[src/rtl/fetch_pkg.sv]
// Shared types and constants for the instruction fetch stage.
package fetch_pkg;

  localparam int unsigned INSTR_BYTES = 4;
  localparam logic [31:0] NOP_WORD    = 32'h0;

  typedef struct packed {
    logic [31:0] instr;
    logic [31:0] pc;
  } fetch_entry_t;

endpackage

[src/rtl/fetch_fifo.sv]
// Synchronous instruction FIFO of fetch_entry_t with clear, push/pop and occupancy count.
// Pointers wrap naturally (DEPTH is a power of two); simultaneous push and pop keeps the count.
module fetch_fifo
  import fetch_pkg::*;
#(
  parameter int unsigned DEPTH = 4
) (
  input  logic                     clk,
  input  logic                     rstn,
  input  logic                     clear,
  input  logic                     push,
  input  fetch_entry_t             push_data,
  input  logic                     pop,
  output fetch_entry_t             head,
  output logic [$clog2(DEPTH):0]   count
);

  localparam int unsigned PTR_W = $clog2(DEPTH);
  localparam int unsigned CNT_W = PTR_W + 1;

  fetch_entry_t     mem [DEPTH];
  logic [PTR_W-1:0] wr_ptr;
  logic [PTR_W-1:0] rd_ptr;
  logic [CNT_W-1:0] cnt;

  // Storage is reset so the head reads as a NOP with PC 0 out of reset.
  always_ff @(posedge clk or negedge rstn) begin
    if (!rstn) begin
      for (int unsigned i = 0; i < DEPTH; i++) begin
        mem[i] <= '{instr: NOP_WORD, pc: 32'h0};
      end
      wr_ptr <= '0;
      rd_ptr <= '0;
      cnt    <= '0;
    end else if (clear) begin
      wr_ptr <= '0;
      rd_ptr <= '0;
      cnt    <= '0;
    end else begin
      if (push) begin
        mem[wr_ptr] <= push_data;
        wr_ptr      <= wr_ptr + PTR_W'(1);
      end
      if (pop) begin
        rd_ptr <= rd_ptr + PTR_W'(1);
      end
      case ({push, pop})
        2'b10:   cnt <= cnt + CNT_W'(1);
        2'b01:   cnt <= cnt - CNT_W'(1);
        default: cnt <= cnt;
      endcase
    end
  end

  assign head  = mem[rd_ptr];
  assign count = cnt;

endmodule

[src/rtl/fetch_unit.sv]
// Instruction fetch: credit-based BRAM reads at pc, latency pipe, FIFO towards decode.
// Optional macro FETCH_BYPASS_EN forwards a returning word straight to decode when the FIFO is empty.
module fetch_unit
  import fetch_pkg::*;
#(
  parameter int unsigned DEPTH       = 4,
  parameter int unsigned MEM_LATENCY = 2,
  parameter int unsigned ADDR_W      = 15
) (
  input  logic              clk,
  input  logic              rstn,
  input  logic [31:0]       pc,
  output logic              pcread,
  input  logic              flush,
  output logic              imem_en,
  output logic [ADDR_W-1:0] imem_addr,
  input  logic [31:0]       imem_rdata,
  output logic              out_valid,
  input  logic              out_ready,
  output logic [31:0]       out_instr,
  output logic [31:0]       out_pc
);

  localparam int unsigned CNT_W      = $clog2(DEPTH) + 1;
  localparam int unsigned IFL_W      = $clog2(MEM_LATENCY + 1);
  localparam int unsigned SUM_W      = ((CNT_W > IFL_W) ? CNT_W : IFL_W) + 1;
  localparam int unsigned BYTE_SHIFT = $clog2(INSTR_BYTES);

  logic                              run;
  logic [MEM_LATENCY-1:0]            pipe_vld;
  logic [MEM_LATENCY-1:0][31:0]      pipe_pc;
  logic [MEM_LATENCY:0]              vld_shift;
  logic [MEM_LATENCY:0][31:0]        pc_shift;
  logic [IFL_W-1:0]                  inflight;
  logic [CNT_W-1:0]                  fifo_count;
  logic [SUM_W-1:0]                  used;
  logic [SUM_W-1:0]                  limit;
  fetch_entry_t                      fifo_head;
  fetch_entry_t                      ret_entry;
  logic                              fifo_valid;
  logic                              last_vld;
  logic                              bypass;
  logic                              pop;
  logic                              fifo_pop;
  logic                              fifo_push;
  logic                              issue;

  // Holds off issue until the first clock edge after reset release.
  always_ff @(posedge clk or negedge rstn) begin
    if (!rstn) run <= 1'b0;
    else       run <= 1'b1;
  end

  assign vld_shift = {pipe_vld, issue};
  assign pc_shift  = {pipe_pc, pc};

  // Latency pipe mirrors the BRAM read pipeline; flush kills every in-flight fetch.
  always_ff @(posedge clk or negedge rstn) begin
    if (!rstn) begin
      pipe_vld <= '0;
      pipe_pc  <= '0;
    end else begin
      pipe_vld <= flush ? '0 : vld_shift[MEM_LATENCY-1:0];
      pipe_pc  <= pc_shift[MEM_LATENCY-1:0];
    end
  end

  assign last_vld  = pipe_vld[MEM_LATENCY-1];
  assign inflight  = IFL_W'($countones(pipe_vld));
  assign ret_entry = '{instr: imem_rdata, pc: pipe_pc[MEM_LATENCY-1]};
  assign fifo_valid = (fifo_count != '0);

  always_comb begin
    bypass    = 1'b0;
    out_valid = fifo_valid;
    out_instr = fifo_head.instr;
    out_pc    = fifo_head.pc;
`ifdef FETCH_BYPASS_EN
    bypass = !fifo_valid && last_vld && !flush;
    if (bypass) begin
      out_valid = 1'b1;
      out_instr = ret_entry.instr;
      out_pc    = ret_entry.pc;
    end
`endif
  end

  // Credit: every issued fetch owns a FIFO slot until decode pops it.
  always_comb begin
    pop       = out_valid && out_ready;
    fifo_pop  = fifo_valid && out_ready && !flush;
    fifo_push = last_vld && !flush && !(bypass && out_ready);
    used      = SUM_W'(fifo_count) + SUM_W'(inflight);
    limit     = SUM_W'(DEPTH) + SUM_W'(pop);
    issue     = run && !flush && (used < limit);
  end

  assign pcread    = issue;
  assign imem_en   = issue;
  assign imem_addr = pc[ADDR_W+BYTE_SHIFT-1:BYTE_SHIFT];

  fetch_fifo #(
    .DEPTH (DEPTH)
  ) u_fifo (
    .clk       (clk),
    .rstn      (rstn),
    .clear     (flush),
    .push      (fifo_push),
    .push_data (ret_entry),
    .pop       (fifo_pop),
    .head      (fifo_head),
    .count     (fifo_count)
  );

endmodule

[config.mk]
export PLATFORM = sky130hd
export DESIGN_NAME = fetch_unit
export DESIGN_NICKNAME = d
export VERILOG_FILES = /design/src/rtl/fetch_pkg.sv /design/src/rtl/fetch_fifo.sv /design/src/rtl/fetch_unit.sv
export SDC_FILE = /design/constraint.sdc
export NUM_CORES = 1
export LEC_CHECK = 0
export BUFFER_PORTS_ARGS = -buffer_cell sky130_fd_sc_hd__buf_2
export CELL_PAD_IN_SITES_DETAIL_PLACEMENT = 1
export CELL_PAD_IN_SITES_GLOBAL_PLACEMENT = 2
export CORE_MARGIN = 3
export CORE_UTILIZATION = 41
export CTS_CLUSTER_SIZE = 28
export DETAILED_ROUTE_END_ITERATION = 8
export GPL_TIMING_DRIVEN = 0
export PLACE_DENSITY = 0.87
export SLEW_MARGIN = 25
export SYNTH_ARGS = -nofsm -noshare
export SYNTH_HDL_FRONTEND = slang
export SYNTH_HIERARCHICAL = 1
export SYNTH_SLANG_ARGS = --single-unit
[constraint.sdc]
create_clock -name clk -period 2.15 [get_ports clk]
set_clock_uncertainty 0.05 [all_clocks]
set_input_delay 0.215 -clock clk [delete_from_list [all_inputs] [get_ports clk]]
set_output_delay 0.215 -clock clk [all_outputs]
set_load 0.005 [all_outputs]
# Word-level counts from Yosys, hierarchy flattened

Cells that the tools add are included.

Register bits after elaboration: 330
Bits of input ports: 68
Output and inout port bits: 82
Word-level logic and storage cells: 56

Add/sub/neg operators: 7
$lt $le $gt $ge: 4
Eq/ne operators: 2
Mux-type cells: 13
Bitwise gates (word level): 3
Reduce and logical (&&, ||, !) cells: 12

Operators by type and width:

| kind                                                                         | number |
|---|---|
| 256-bit bitwise mux                                                          | 1 |
| 64-bit two-way mux                                                           | 3 |
| 64-bit binary-select mux with 2-bit select                                   | 1 |
| 64-bit demux with 2-bit select                                               | 1 |
| 2-bit two-way mux                                                            | 5 |
| 3-bit >= comparator, second input constant                                   | 2 |
| 1-bit logical AND                                                            | 6 |
| 2-bit NOT with 3-bit output                                                  | 2 |
| 3-bit one-hot mux with 2 select lines                                        | 1 |
| 3-bit nonzero test                                                           | 2 |
| 2-bit by 1-bit adder with 2-bit output, second input constant                | 2 |
| 3-bit by 1-bit adder with 4-bit output, first input constant                 | 1 |
| 3-bit by 2-bit adder with 4-bit output                                       | 1 |
| 4-bit less-than comparator                                                   | 1 |
| 2-bit nonzero test                                                           | 2 |
| 3-bit by 1-bit adder with 3-bit output, second input constant                | 1 |
| 3-bit by 1-bit less-than comparator with 1-bit output, second input constant | 1 |
| 3-bit two-way mux                                                            | 1 |
| 3-bit by 1-bit subtractor with 3-bit output, second input constant           | 1 |
| 1-bit by 1-bit adder with 2-bit output                                       | 1 |
| 2-bit by 1-bit == test with 1-bit output, second input constant              | 1 |
| 2-bit == test, second input constant                                         | 1 |
| 2-bit AND reduction                                                          | 1 |
| 1-bit zero test                                                              | 1 |
| 1-bit NOT                                                                    | 1 |

# Longest topological paths before layout

Word-level depth: 6
Gate-level depth with buffers: 8
Mapped depth without buffers: 7

# Cells and area by module

Netlist, hierarchy kept.

Modules (own cells, without submodules):

| module     | times used | cells each | area each (um2) | seq. area each (um2) |
|---|---|---|---|---|
| fetch_fifo | 1          | 656        | 12705.9         | 6581.3 |
| fetch_unit | 1          | 101        | 1931.9          | 1676.6 |

# Worst setup path before layout

OpenSTA, ideal clock, no wires.

Kind: flip-flop to flip-flop
From: reg u_fifo.cnt[0] (netlist: u_fifo/count[0])
To: reg u_fifo.cnt[2] (netlist: u_fifo/count[2])
Setup time: 0.088 ns
Arrival time: 2.145 ns
Data required time: 2.012 ns
Path slack: -0.134 ns
Stages on the path, launching flop included: 8
Buffers on the path: 0
Clock period less this slack: 2.284 ns
Cells stage by stage: dfrtp_1 -> or3_4 -> and3b_2 -> and2b_2 -> fa_1 -> and3b_2 -> o21ai_0 -> nor3b_1

Longest elaborated chain between the ends: 6
Elaborated cells on any way between the ends: 10
Classes of those cells: add/sub (2); eq/ne (2); mux (2); reduce/logical (4)

Ends and longest elaborated chain:

| element                                                                          | RTL line         | source |
|---|---|---|
| start, declared                                                                  | fetch_fifo.sv:24 | `logic [CNT_W-1:0] cnt;` |
| start signal, assigned                                                           | fetch_fifo.sv:48 | `2'b10: cnt <= cnt + CNT_W'(1);` |
| start signal, assigned                                                           | fetch_fifo.sv:49 | `2'b01: cnt <= cnt - CNT_W'(1);` |
| start signal, assigned                                                           | fetch_fifo.sv:50 | `default: cnt <= cnt;` |
| 3-bit nonzero test *                                                             | fetch_unit.sv:71 | `assign fifo_valid = (fifo_count != '0);` |
| via out_valid                                                                    | fetch_unit.sv:18 | `output logic out_valid,` |
| 1-bit logical AND * (2 in series)                                                | fetch_unit.sv:91 | `fifo_pop = fifo_valid && out_ready && !flush;` |
| via fifo_pop                                                                     | fetch_unit.sv:44 | `logic fifo_pop;` |
| 2-bit by 1-bit == test with 1-bit output / 2-bit == test (equally long branches) | fetch_fifo.sv:47 | `case ({push, pop})` |
| 3-bit one-hot mux with 2 select lines                                            | fetch_fifo.sv:47 |  |
| 3-bit two-way mux                                                                | fetch_fifo.sv:35 | `end else if (clear) begin` |

Mark *: on every way through the listed nets, which the timed path passes. The rest lies on a longest branch.
A chain may end at the register's enable or synchronous reset.

# Worst setup path after layout

From: reg u_fifo.cnt[0] (netlist: u_fifo/count[0])
To: out pcread

Longest elaborated chain between the ends: 5
Elaborated cells on any way between the ends: 6
Classes of those cells: add/sub (2); order compare (1); reduce/logical (3)

Ends and longest elaborated chain:

| element                                | RTL line         | source |
|---|---|---|
| 3-bit nonzero test                     | fetch_unit.sv:71 |  |
| 1-bit logical AND                      | fetch_unit.sv:90 | `pop = out_valid && out_ready;` |
| 3-bit by 1-bit adder with 4-bit output | fetch_unit.sv:94 | `limit = SUM_W'(DEPTH) + SUM_W'(pop);` |
| 4-bit less-than comparator *           | fetch_unit.sv:95 | `issue = run && !flush && (used < limit);` |
| 1-bit logical AND *                    | fetch_unit.sv:95 |  |
| end, declared                          | fetch_unit.sv:13 | `output logic pcread,` |

Mark *: on every way between the ends. The rest lies on a longest branch, timed or not.

==> results.toml <==
[run_status]
run_status = "finished, violations left"
violations = "setup timing"

[placement]
dp_cells = 1364
port_buffers = 149
globalplace.congestion = 0.713
post_dp_cell_area_um2 = 16100
post-dp-hpwl_um = 19500

[sta]
setup_viol = 66
rsz0062_at_grt = "true"
slew_headroom_pct = 66.6
period_share_pct = 122
final-max-slew-violation-count = 0
timing_hold_violations_final = 0
holdWs_ns = 0.167
final.setup.worst_slack_ns = -0.466
timing.fmax_mhz = 382
tns_ns = -6.31
layout_min_cycle_time_ns = 2.62
tightest_slew_ns = 0.501

[clocking]
numCtsBuffers = 37
root_buffer = "clkbuf_16"
cts.path.max_buffers = 3
cts_tree = "done"
clk_latency_ns = 0.53
clk_pin_slew_ns = 0.06
cts_max_level = 2
clock_sink_count = 330

[synthesis]
yosysWarningCount = 6
syn-cell-area_um2 = 14600
syn_nets = 832
synth.top_cell.area_share_pct = 56.4
synth_area_leaders = "dfrtp_1, mux2_4, mux4_2"
synth_cells = 757
synth_cell_types = 30
synth-edff-count = 0
yosysSeqAreaShare_pct = 56.4
synth_top_area_cell = "dfrtp_1"
synth_most_common_cell = "dfrtp_1"
ys_ff_latch = 330
synthFlopType = "dfrtp_1"
synthTopCellsByCount = "dfrtp_1, mux2_4, mux4_2"
ys_async_sr_fraction_pct = 100
syn-mean-instance-area_um2 = 19.3

[layout]
final_cell_area_um2 = 18500
syn_to_final_growth_pct = 26.2
instances_no_fill = 1513
fillCellCount = 3226
fin_nets = 1109
layout-drive-gt1-share_pct = 59.2
n_antenna_cell = 0

[power]
internal_power_mw = 11.7
leakage_nw = 9.35
power_mw = 15.3
seqPwrFrac_pct = 45.8
swShare_pct = 23.4
p_clk_share_pct = 39.2
power_density_nw_per_um2 = 827
ir_drop_uv = 746
p_switching_mw = 3.57
combPwrFrac_pct = 15.0

[routing]
drt_pre_antenna_iters = 7
wire_per_inst_um = 21.9
via_per_inst = 5.01
route.detailed.drc = 0
routed_wl_um = 33200
initialDrtViolationCount = 263
antenna_left = 0
vias = 7576

[floorplan]
num_rows = 68
coreArea_um2 = 34900
fp.dieArea_um2 = 38000
die_w_um = 195
initial_core_util_pct = 42.0
fp.dieH_um = 195
io_pins = 150

[global_route]
grt_start_max_net_pins = 94
grt_overflow = 0
antenna_found_initial = 0
globalRouteTotalUtil_pct = 17.9
grt_first_pass_wirelength_um = 54000
grt_pass1_vias = 8960

[critical_path]
reg2reg_depth = 8
arrival_ns = 2.35
path_class = "register to output port"
cp-start-kind = "register"
cp-end-kind = "output port"
r2r_slack_ns = -0.17
worstPathMaxFanout = 2
r2r_end = "u_fifo/count[2]$_DFFE_PN0P_"
critical_path_required_ns = 1.88
reg2reg_from = "u_fifo/count[0]$_DFFE_PN0P_"

[run]
drv_cap = 0

[hold_path]
hp-class = "input pin to asynchronous set/reset pin"
what timing repair did:
item / CTS / global route
endpoints found under the hold margin: 220 / 0
resized for setup: 68 / 29
hold buffers: 66 / 0
setup buffers: 15 / 4
endpoints found under the setup margin: 68 / 68
gates cloned: 7 / 0
pin swaps: 4 / 3
per-layer routing:
layer  vias to the layer above  part of all wire [%]  GRT usage [%]
li1                       3294                     -              -
met1                      4103                    42           23.3
met2                       135                    52           31.0
met3                        44                   4.3           3.78
met4                         0                   1.7           4.04
met5                         -                     0              0
worst max-delay path, stage by stage (launching register included):
cell	delay, ns
dfrtp_2	0.36
inv_2	0.05
fa_2	0.38
inv_2	0.09
ha_4	0.19
and3b_2	0.26
a21oi_2	0.07
a211oi_2	0.21
buf_4	0.15
buf_6	0.08
metrics by stage:
step           util (%)  setup slack (ns)
2_1_floorplan         -           -0.0544
3_3_place_gp       45.8             -5.48
3_5_place_dp       46.0            -0.193
4_1_cts            52.9            -0.479
5_1_grt            52.9            -0.572
6_report           52.9            -0.466
power by group through the flow:
stage / clock network (mW) / logic, mW / registers, mW
6_report: 5.99 / 2.30 / 6.99
3_3_place_gp: 0 / 1.88 / 7.05
3_5_place_dp: 0 / 1.98 / 7.06
2_1_floorplan: 0 / 1.18 / 6.96
4_1_cts: 6.20 / 2.22 / 6.98
5_1_grt: 6.47 / 2.48 / 7.04
registers in the layout (all words and copies together) (netlist names):
name	flops
u_fifo/rd_ptr	2
u_fifo/wr_ptr	2
u_fifo/count	3
pipe_vld	2
run	1
pc_shift	64
u_fifo/mem	256
cell usage in the layout, fill, tap and decap left out, types with 3 or more instances in the layout:
master / Yosys / final
clkbuf_16: 0 / 37
mux2_4: 240 / 240
nor2_1: 8 / 8
buf_4: 21 / 28
buf_12: 25 / 37
buf_16: 0 / 5
dfrtp_1: 330 / 327
and3b_2: 3 / 3
buf_8: 0 / 5
buf_6: 1 / 28
clkinv_2: 0 / 3
xnor2_1: 3 / 3
dlygate4sd3_1: 0 / 66
dfrtp_2: 0 / 3
mux2_2: 16 / 16
nand2_8: 4 / 4
mux4_2: 64 / 64
buf_2: 6 / 125
clkbuf_1: 2 / 10
ha_1: 5 / 4
inv_1: 7 / 5
clkbuf_8: 0 / 10
nor3b_2: 0 / 3
cell families after synthesis:
logic type | Yosys count | share of synthesized area (%)
adder cells (fa/ha/maj) | 7 | 0.701
flip-flops | 330 | 56.4
multiplexers | 322 | 35.8
buffers and inverters | 64 | 5.06
other | 1 | 0.0256
AND/OR/NAND/NOR | 23 | 1.40
AO/OA/AOI/OAI | 5 | 0.265
XOR/XNOR | 5 | 0.299
how the worst max path moves through the flow:
stage | start | end | slack (ns) | cells after the start
after detailed placement | u_fifo/count[0]$_DFFE_PN0P_ | pcread | -0.19 | 9
after global placement | rstn | pc_shift[37]$_DFF_PN0_ | -5.48 | 1
after floorplan | u_fifo/count[1]$_DFFE_PN0P_ | u_fifo/count[2]$_DFFE_PN0P_ | -0.05 | 7
after global routing | u_fifo/count[0]$_DFFE_PN0P_ | pcread | -0.57 | 9
final | u_fifo/count[0]$_DFFE_PN0P_ | pcread | -0.47 | 9
after CTS | u_fifo/count[0]$_DFFE_PN0P_ | pcread | -0.48 | 9
final cells by class:
| cell class | count | area [um2] | area share [%] |
|---|---|---|---|
| buffer | 57 | 837 | 4.53 |
| clock buffer | 57 | 1100 | 5.96 |
| clock inverter | 6 | 56.3 | 0.305 |
| inverter | 7 | 26.3 | 0.142 |
| multi-input combinational | 363 | 5680 | 30.8 |
| sequential | 330 | 8260 | 44.7 |
| tap | 455 | 569 | 3.08 |
| timing repair buffer | 238 | 1930 | 10.5 |
(Power assumes the default switching activity.)
